### src/rtl/race_latch_pkg.sv
// Shared definitions for the race latch array.
// Holds the per-channel state encoding, the lower bounds on the block
// parameters, and the counter-width helper used to size the filter and
// timeout counters.
package race_latch_pkg;

  typedef enum logic [2:0] {
    IDLE,
    WAIT_LOW,
    ARMED,
    DECIDED,
    TIMED_OUT
  } state_e;

  localparam int MIN_SYNC_STAGES    = 2;
  localparam int MIN_FILTER_LEN     = 1;
  // TIMEOUT must leave room for at least one full filter run plus one cycle
  localparam int MIN_TIMEOUT_MARGIN = 1;

  // Bits needed to count from 0 up to and including max_val
  function automatic int cnt_w(input int max_val);
    return (max_val < 1) ? 1 : $clog2(max_val + 1);
  endfunction

endpackage

### src/rtl/race_latch_channel.sv
// One race channel: vip/vin synchronisers, per-input glitch filters, the
// ARMED timeout counter and the channel FSM.
// Ports:
//   clk, rst_n        clock, async active-low reset
//   ena               clock enable, low holds every flop
//   arm, clear        restart / return-to-IDLE strobes (clear wins)
//   vip, vin          asynchronous race inputs
//   out, valid, tie   decision flags (out=1 means vip won)
//   tout              timed out with no decision
//   active            channel is in WAIT_LOW or ARMED
module race_latch_channel
  import race_latch_pkg::*;
#(
  parameter int SYNC_STAGES = 2,
  parameter int FILTER_LEN  = 3,
  parameter int TIMEOUT     = 15
) (
  input  logic clk,
  input  logic rst_n,
  input  logic ena,
  input  logic arm,
  input  logic clear,
  input  logic vip,
  input  logic vin,
  output logic out,
  output logic valid,
  output logic tie,
  output logic tout,
  output logic active
);

  localparam int FW = cnt_w(FILTER_LEN);
  localparam int TW = cnt_w(TIMEOUT);
  localparam logic [FW-1:0] F_MAX  = FW'(FILTER_LEN);
  localparam logic [TW-1:0] T_LAST = TW'(TIMEOUT - 1);

  logic [SYNC_STAGES-1:0] p_sync_q, p_sync_d, n_sync_q, n_sync_d;
  logic [FW-1:0]          p_cnt_q, p_cnt_d, n_cnt_q, n_cnt_d;
  logic [TW-1:0]          t_cnt_q, t_cnt_d;
  state_e                 state_q, state_d;
  logic                   out_q, out_d, valid_q, valid_d;
  logic                   tie_q, tie_d, tout_q, tout_d;
  logic                   p_s, n_s, p_qual, n_qual, t_exp;

  assign p_s = p_sync_q[SYNC_STAGES-1];
  assign n_s = n_sync_q[SYNC_STAGES-1];

  // Qualification is taken from the registered count, so the decision lands
  // one edge after the filter saturates: SYNC_STAGES+FILTER_LEN edges after
  // the raw input is first sampled high.
  assign p_qual = (p_cnt_q == F_MAX);
  assign n_qual = (n_cnt_q == F_MAX);
  // The counter reaches TIMEOUT on the edge that takes the channel out
  assign t_exp  = (t_cnt_q == T_LAST);

  always_comb begin
    p_sync_d = {p_sync_q[SYNC_STAGES-2:0], vip};
    n_sync_d = {n_sync_q[SYNC_STAGES-2:0], vin};
    state_d  = state_q;
    p_cnt_d  = p_cnt_q;
    n_cnt_d  = n_cnt_q;
    t_cnt_d  = t_cnt_q;
    out_d    = out_q;
    valid_d  = valid_q;
    tie_d    = tie_q;
    tout_d   = tout_q;

    if (clear || arm) begin
      state_d = clear ? IDLE : WAIT_LOW;
      p_cnt_d = '0;
      n_cnt_d = '0;
      t_cnt_d = '0;
      out_d   = 1'b0;
      valid_d = 1'b0;
      tie_d   = 1'b0;
      tout_d  = 1'b0;
    end else begin
      case (state_q)
        // A stale high input must drop before the race can start
        WAIT_LOW: if (!p_s && !n_s) state_d = ARMED;
        ARMED: begin
          p_cnt_d = !p_s ? '0 : (p_qual ? p_cnt_q : p_cnt_q + 1'b1);
          n_cnt_d = !n_s ? '0 : (n_qual ? n_cnt_q : n_cnt_q + 1'b1);
          t_cnt_d = t_cnt_q + 1'b1;
          // A decision beats a timeout expiring on the same edge
          if (p_qual || n_qual) begin
            state_d = DECIDED;
            valid_d = 1'b1;
            tie_d   = p_qual && n_qual;
            out_d   = p_qual && !n_qual;
          end else if (t_exp) begin
            state_d = TIMED_OUT;
            tout_d  = 1'b1;
          end
        end
        default: ;
      endcase
    end
  end

  always_ff @(posedge clk or negedge rst_n) begin
    if (!rst_n) begin
      p_sync_q <= '0;
      n_sync_q <= '0;
      p_cnt_q  <= '0;
      n_cnt_q  <= '0;
      t_cnt_q  <= '0;
      state_q  <= IDLE;
      out_q    <= 1'b0;
      valid_q  <= 1'b0;
      tie_q    <= 1'b0;
      tout_q   <= 1'b0;
    end else if (ena) begin
      p_sync_q <= p_sync_d;
      n_sync_q <= n_sync_d;
      p_cnt_q  <= p_cnt_d;
      n_cnt_q  <= n_cnt_d;
      t_cnt_q  <= t_cnt_d;
      state_q  <= state_d;
      out_q    <= out_d;
      valid_q  <= valid_d;
      tie_q    <= tie_d;
      tout_q   <= tout_d;
    end
  end

  assign out    = out_q;
  assign valid  = valid_q;
  assign tie    = tie_q;
  assign tout   = tout_q;
  assign active = (state_q == WAIT_LOW) || (state_q == ARMED);

endmodule

### src/rtl/race_latch_array.sv
// Multi-channel race latch: CHANNELS independent vip/vin first-arrival
// detectors sharing arm/clear/ena, plus registered busy and done_pulse.
// Ports:
//   clk, rst_n          clock, async active-low reset
//   ena                 clock enable, low freezes everything
//   arm, clear          global restart / reset-to-IDLE strobes
//   vip, vin            per-channel asynchronous race inputs
//   out, valid, tie     per-channel decision flags
//   tout                per-channel timeout flag
//   busy                some channel is in WAIT_LOW or ARMED (registered)
//   done_pulse          one cycle as busy falls after a natural finish
module race_latch_array
  import race_latch_pkg::*;
#(
  parameter int CHANNELS    = 4,
  parameter int SYNC_STAGES = 2,
  parameter int FILTER_LEN  = 3,
  parameter int TIMEOUT     = 15
) (
  input  logic                clk,
  input  logic                rst_n,
  input  logic                ena,
  input  logic                arm,
  input  logic                clear,
  input  logic [CHANNELS-1:0] vip,
  input  logic [CHANNELS-1:0] vin,
  output logic [CHANNELS-1:0] out,
  output logic [CHANNELS-1:0] valid,
  output logic [CHANNELS-1:0] tie,
  output logic [CHANNELS-1:0] tout,
  output logic                busy,
  output logic                done_pulse
);

  if (SYNC_STAGES < MIN_SYNC_STAGES) begin : g_bad_sync
    $error("SYNC_STAGES below minimum");
  end
  if (FILTER_LEN < MIN_FILTER_LEN) begin : g_bad_filter
    $error("FILTER_LEN below minimum");
  end
  if (TIMEOUT < FILTER_LEN + MIN_TIMEOUT_MARGIN) begin : g_bad_timeout
    $error("TIMEOUT too small for FILTER_LEN");
  end

  logic [CHANNELS-1:0] act;
  logic                any_act;
  logic                busy_q, busy_d, done_q, done_d, clr_q, clr_d;

  for (genvar g = 0; g < CHANNELS; g++) begin : g_ch
    race_latch_channel #(
      .SYNC_STAGES(SYNC_STAGES),
      .FILTER_LEN (FILTER_LEN),
      .TIMEOUT    (TIMEOUT)
    ) u_ch (
      .clk   (clk),
      .rst_n (rst_n),
      .ena   (ena),
      .arm   (arm),
      .clear (clear),
      .vip   (vip[g]),
      .vin   (vin[g]),
      .out   (out[g]),
      .valid (valid[g]),
      .tie   (tie[g]),
      .tout  (tout[g]),
      .active(act[g])
    );
  end

  assign any_act = |act;

  // busy trails channel state by one edge. A fall caused by clear is an
  // abort, so the registered clear masks the done pulse on that fall.
  always_comb begin
    busy_d = any_act;
    clr_d  = clear;
    done_d = busy_q && !any_act && !clr_q;
  end

  always_ff @(posedge clk or negedge rst_n) begin
    if (!rst_n) begin
      busy_q <= 1'b0;
      done_q <= 1'b0;
      clr_q  <= 1'b0;
    end else if (ena) begin
      busy_q <= busy_d;
      done_q <= done_d;
      clr_q  <= clr_d;
    end
  end

  assign busy       = busy_q;
  assign done_pulse = done_q;

endmodule

### config.mk
export PLATFORM = sky130hd
export DESIGN_NAME = race_latch_array
export DESIGN_NICKNAME = d
export VERILOG_FILES = /design/src/rtl/race_latch_pkg.sv /design/src/rtl/race_latch_channel.sv /design/src/rtl/race_latch_array.sv
export SDC_FILE = /design/constraint.sdc
export NUM_CORES = 1
export LEC_CHECK = 0
export CAP_MARGIN = 0
export CORE_UTILIZATION = 37
export DETAILED_ROUTE_END_ITERATION = 7
export DONT_BUFFER_PORTS = 1
export MAX_ROUTING_LAYER = met4
export SLEW_MARGIN = 20
export SYNTH_ARGS = -nofsm -noshare
export SYNTH_HDL_FRONTEND = slang
export SYNTH_SLANG_ARGS = --single-unit
### constraint.sdc
create_clock -name clk -period 2.45 [get_ports clk]
set_input_delay 0.735 -clock clk [delete_from_list [all_inputs] [get_ports clk]]
set_output_delay 0.735 -clock clk [all_outputs]
set_load 0.02 [all_outputs]
==> results.toml <==
[outcome]
outcome = "completed"

[critical_path]
endpoint_kind = "register"
worst_ep_required_time_ns = 2.66
crit_type = "reg -> reg"
regToRegSetupSlack_ns = 0.44
crit_fanout = 5
cp_arrival_ns = 2.22
critical_path_s_top_delay_family = "compound AO/OA/AOI/OAI gates"
critical-path-max-stage-delay_ns = 0.53
timing.critical_path.slowest_stage_cell = "sky130_fd_sc_hd__or4b_1"
startpoint_type = "register"
rr_endpoint = "g_ch[2].u_ch.state_q[0]"
worst_flop_to_flop_path_startpoint = "g_ch[2].u_ch.n_sync_q[1]"
critPathBufInv = 0
worstPathCellList = "or4b_1 > a211o_1 > a22oi_2 > mux2_1"
r2r_cells = 4

[global_routing]
grt_antenna_before_repair = 0
grt_start_max_net_pins = 80
globalRouteOverflowTotal = 0
grt_pass1_wl_um = 14900
first_global_vias = 2903
grt_use_total_pct = 16.9

[yosys]
most_common_flop_cell_mapped_by_yosys = "sky130_fd_sc_hd__dfrtp_1"
post_synthesis_cell_area_um2 = 4170
synth-seq-area-share_pct = 47.4
synth_warnings = 0
async_reset_ff_share_pct = 100
synthesis.nets = 441
synth.lib_cells_used.distinct = 61
ys_ff_latch = 79
synth_cells = 412
synth_enable_flop_cells = 0
avgSynthCellArea_um2 = 10.1

[timing]
timing.final.crit_share_pct = 82.1
fin_worst_skew_ns = 0.00840
drv_slew = 0
finalCriticalPeriod_ns = 2.01
worst_pin_slew_ns = 0.922
max_freq_mhz = 497
setup_viol = 0
final_hold_viol_count = 0
totalNegativeSetupSlack_ns = 0
worst_slew_margin_rel_pct = 38.3
grt_setup_unrepaired = "false"

[clocking]
cts_max_path_buffers = 2
cts-htree-levels = 3
cts_hold_repair.buffers = 0
clkTransAtPathRegs_ns = 0.06
clock_sink_count = 79
cts_tree = "done"
cts_root_buffer = "sky130_fd_sc_hd__clkbuf_16"
post-cts-setup-buffers = 0
numCtsBuffers = 9
cts_repair_resizes = 0
worst_skew_pair.late_latency_ns = 0.33

[final_layout]
final_cell_mix = "79 x sky130_fd_sc_hd__dfrtp_1, 35 x sky130_fd_sc_hd__nor2_1, 29 x sky130_fd_sc_hd__nand2_1"
post_route_cells_drive_above_1_share_pct = 14.1
multi_input_area_um2 = 1930
layout.area.seq_um2 = 1980
antenna_cells_inserted = 0
layout-area-overhead-vs-synth_pct = 6.56
n_fill_cell = 1088
final_common_cell = "sky130_fd_sc_hd__dfrtp_1"
nNetsFinal = 423

[route]
routed_wirelength_um = 8780
avgViaCountPerCell = 5.53
route.antenna.remaining_nets = 0
drtPass1Iterations = 4
initialDrtViolationCount = 206
vias = 2974
drc = 0
routed_wire_length_per_instance_um = 16.3

[floorplan]
dieArea_um2 = 11700
placement_rows = 38
core-area_um2 = 10900
die_width_um = 108
num_io_pins = 31
die-height_um = 108
start_util_pct = 38.2

[pwr]
design_power_total_mw = 3.04
cellLeakagePower_nw = 1.93
worst_vdd_rail_ir_drop_uv = 430
power-per-cell-area_nw_per_um2 = 683

[placed_design]
post-dp-hpwl_um = 5940
port_buffers = 0
gp_routability_congestion = 0.814

[hold_path]
holdCritPathClass = "in -> async"

[run]
drv_cap = 0
[flip-flops by register name (all words and copies together) (netlist names)]
| register | count |
|---|---|
| g_ch.u_ch.p_cnt_q | 8 |
| done_pulse | 1 |
| g_ch.u_ch.valid | 4 |
| clr_q | 1 |
| g_ch.u_ch.tout | 4 |
| g_ch.u_ch.n_cnt_q | 8 |
| busy | 1 |
| g_ch.u_ch.tie | 4 |
| g_ch.u_ch.out | 4 |
| g_ch.u_ch.n_sync_q | 8 |
| g_ch.u_ch.p_sync_q | 8 |
| g_ch.u_ch.state_q | 12 |
| g_ch.u_ch.t_cnt_q | 16 |
[power breakdown]
part           internal (mW)  total [mW]  switching [mW]
clock network          0.677        1.18           0.504
registers               1.40        1.54           0.136
logic                  0.164       0.322           0.158
[stage by stage]
stage / setup slack (ns) / utilization (%) / area [µm²] / hold slack (ns) / instances
6_report: 0.440 / 40.7 / 4450 / 0.0979 / 538
5_1_grt: 0.360 / 40.7 / 4450 / 0.0792 / 538
4_1_cts: 0.431 / 40.7 / 4450 / 0.0837 / 538
3_5_place_dp: 0.262 / 38.3 / 4190 / 0.442 / 523
3_3_place_gp: 0.280 / 38.3 / 4190 / 0.441 / 523
2_1_floorplan: 0.377 / - / 4170 / 0.439 / 412
[synthesized netlist by cell type (all sizes together) (5+ instances only)]
cell,number,area [µm²]
a32o,7,70.1
mux2,21,236
o22ai,6,37.5
dfrtp,79,1980
inv,17,63.8
xor2,5,43.8
a21oi,18,93.8
nor3,6,40.0
clkbuf,10,37.5
a22o,6,52.6
a31oi,6,37.5
buf,25,168
nor2,36,135
o21ai,31,163
nand2,29,109
ha,16,200
nand3,14,70.1
nor3b,6,55.1
o21a,8,60.1
nand4,5,31.3
nand2b,10,62.6
[cell families (layout without fill, tap and decap cells)]
family	count (synthesis)	count (layout)	share of synthesized area [%]
AO/OA/AOI/OAI	109	109	17.9
XOR/XNOR	9	9	1.89
adder cells (fa/ha/maj)	16	16	4.80
buffers and inverters	52	38	6.44
flip-flops	79	79	47.4
multiplexers	22	22	5.91
AND/OR/NAND/NOR	125	125	15.7
[area by class of cell]
class	count	share of cell area, %
Clock inverter	4	0.534
Inverter	17	1.43
Sequential cell	79	44.4
Timing Repair Buffer	6	1.01
Tap cell	140	3.94
Clock buffer	11	5.23
Multi-Input combinational cell	281	43.4
[worst max path at each step]
stage / startpoint / end / slack [ns] / cells past startpoint
after floorplan: arm / g_ch[1].u_ch.state_q[0] / 0.38 / 7
after global placement: clear / g_ch[0].u_ch.p_cnt_q[0] / 0.28 / 4
after detailed placement: clear / g_ch[0].u_ch.n_cnt_q[0] / 0.26 / 4
after CTS: g_ch[2].u_ch.n_sync_q[1] / g_ch[2].u_ch.state_q[0] / 0.43 / 4
after global routing: g_ch[2].u_ch.n_sync_q[1] / g_ch[2].u_ch.state_q[0] / 0.36 / 4
final: g_ch[2].u_ch.n_sync_q[1] / g_ch[2].u_ch.state_q[0] / 0.44 / 4
[routing by layer]
metal	vias to the layer above	global-route usage [%]	part of all wire, %
li1	1432	-	-
met4	0	5.19	0.48
met5	-	-	0
met1	1477	22.0	47
met2	57	25.0	47
met3	8	5.36	5.1
(Power assumes the default switching activity.)
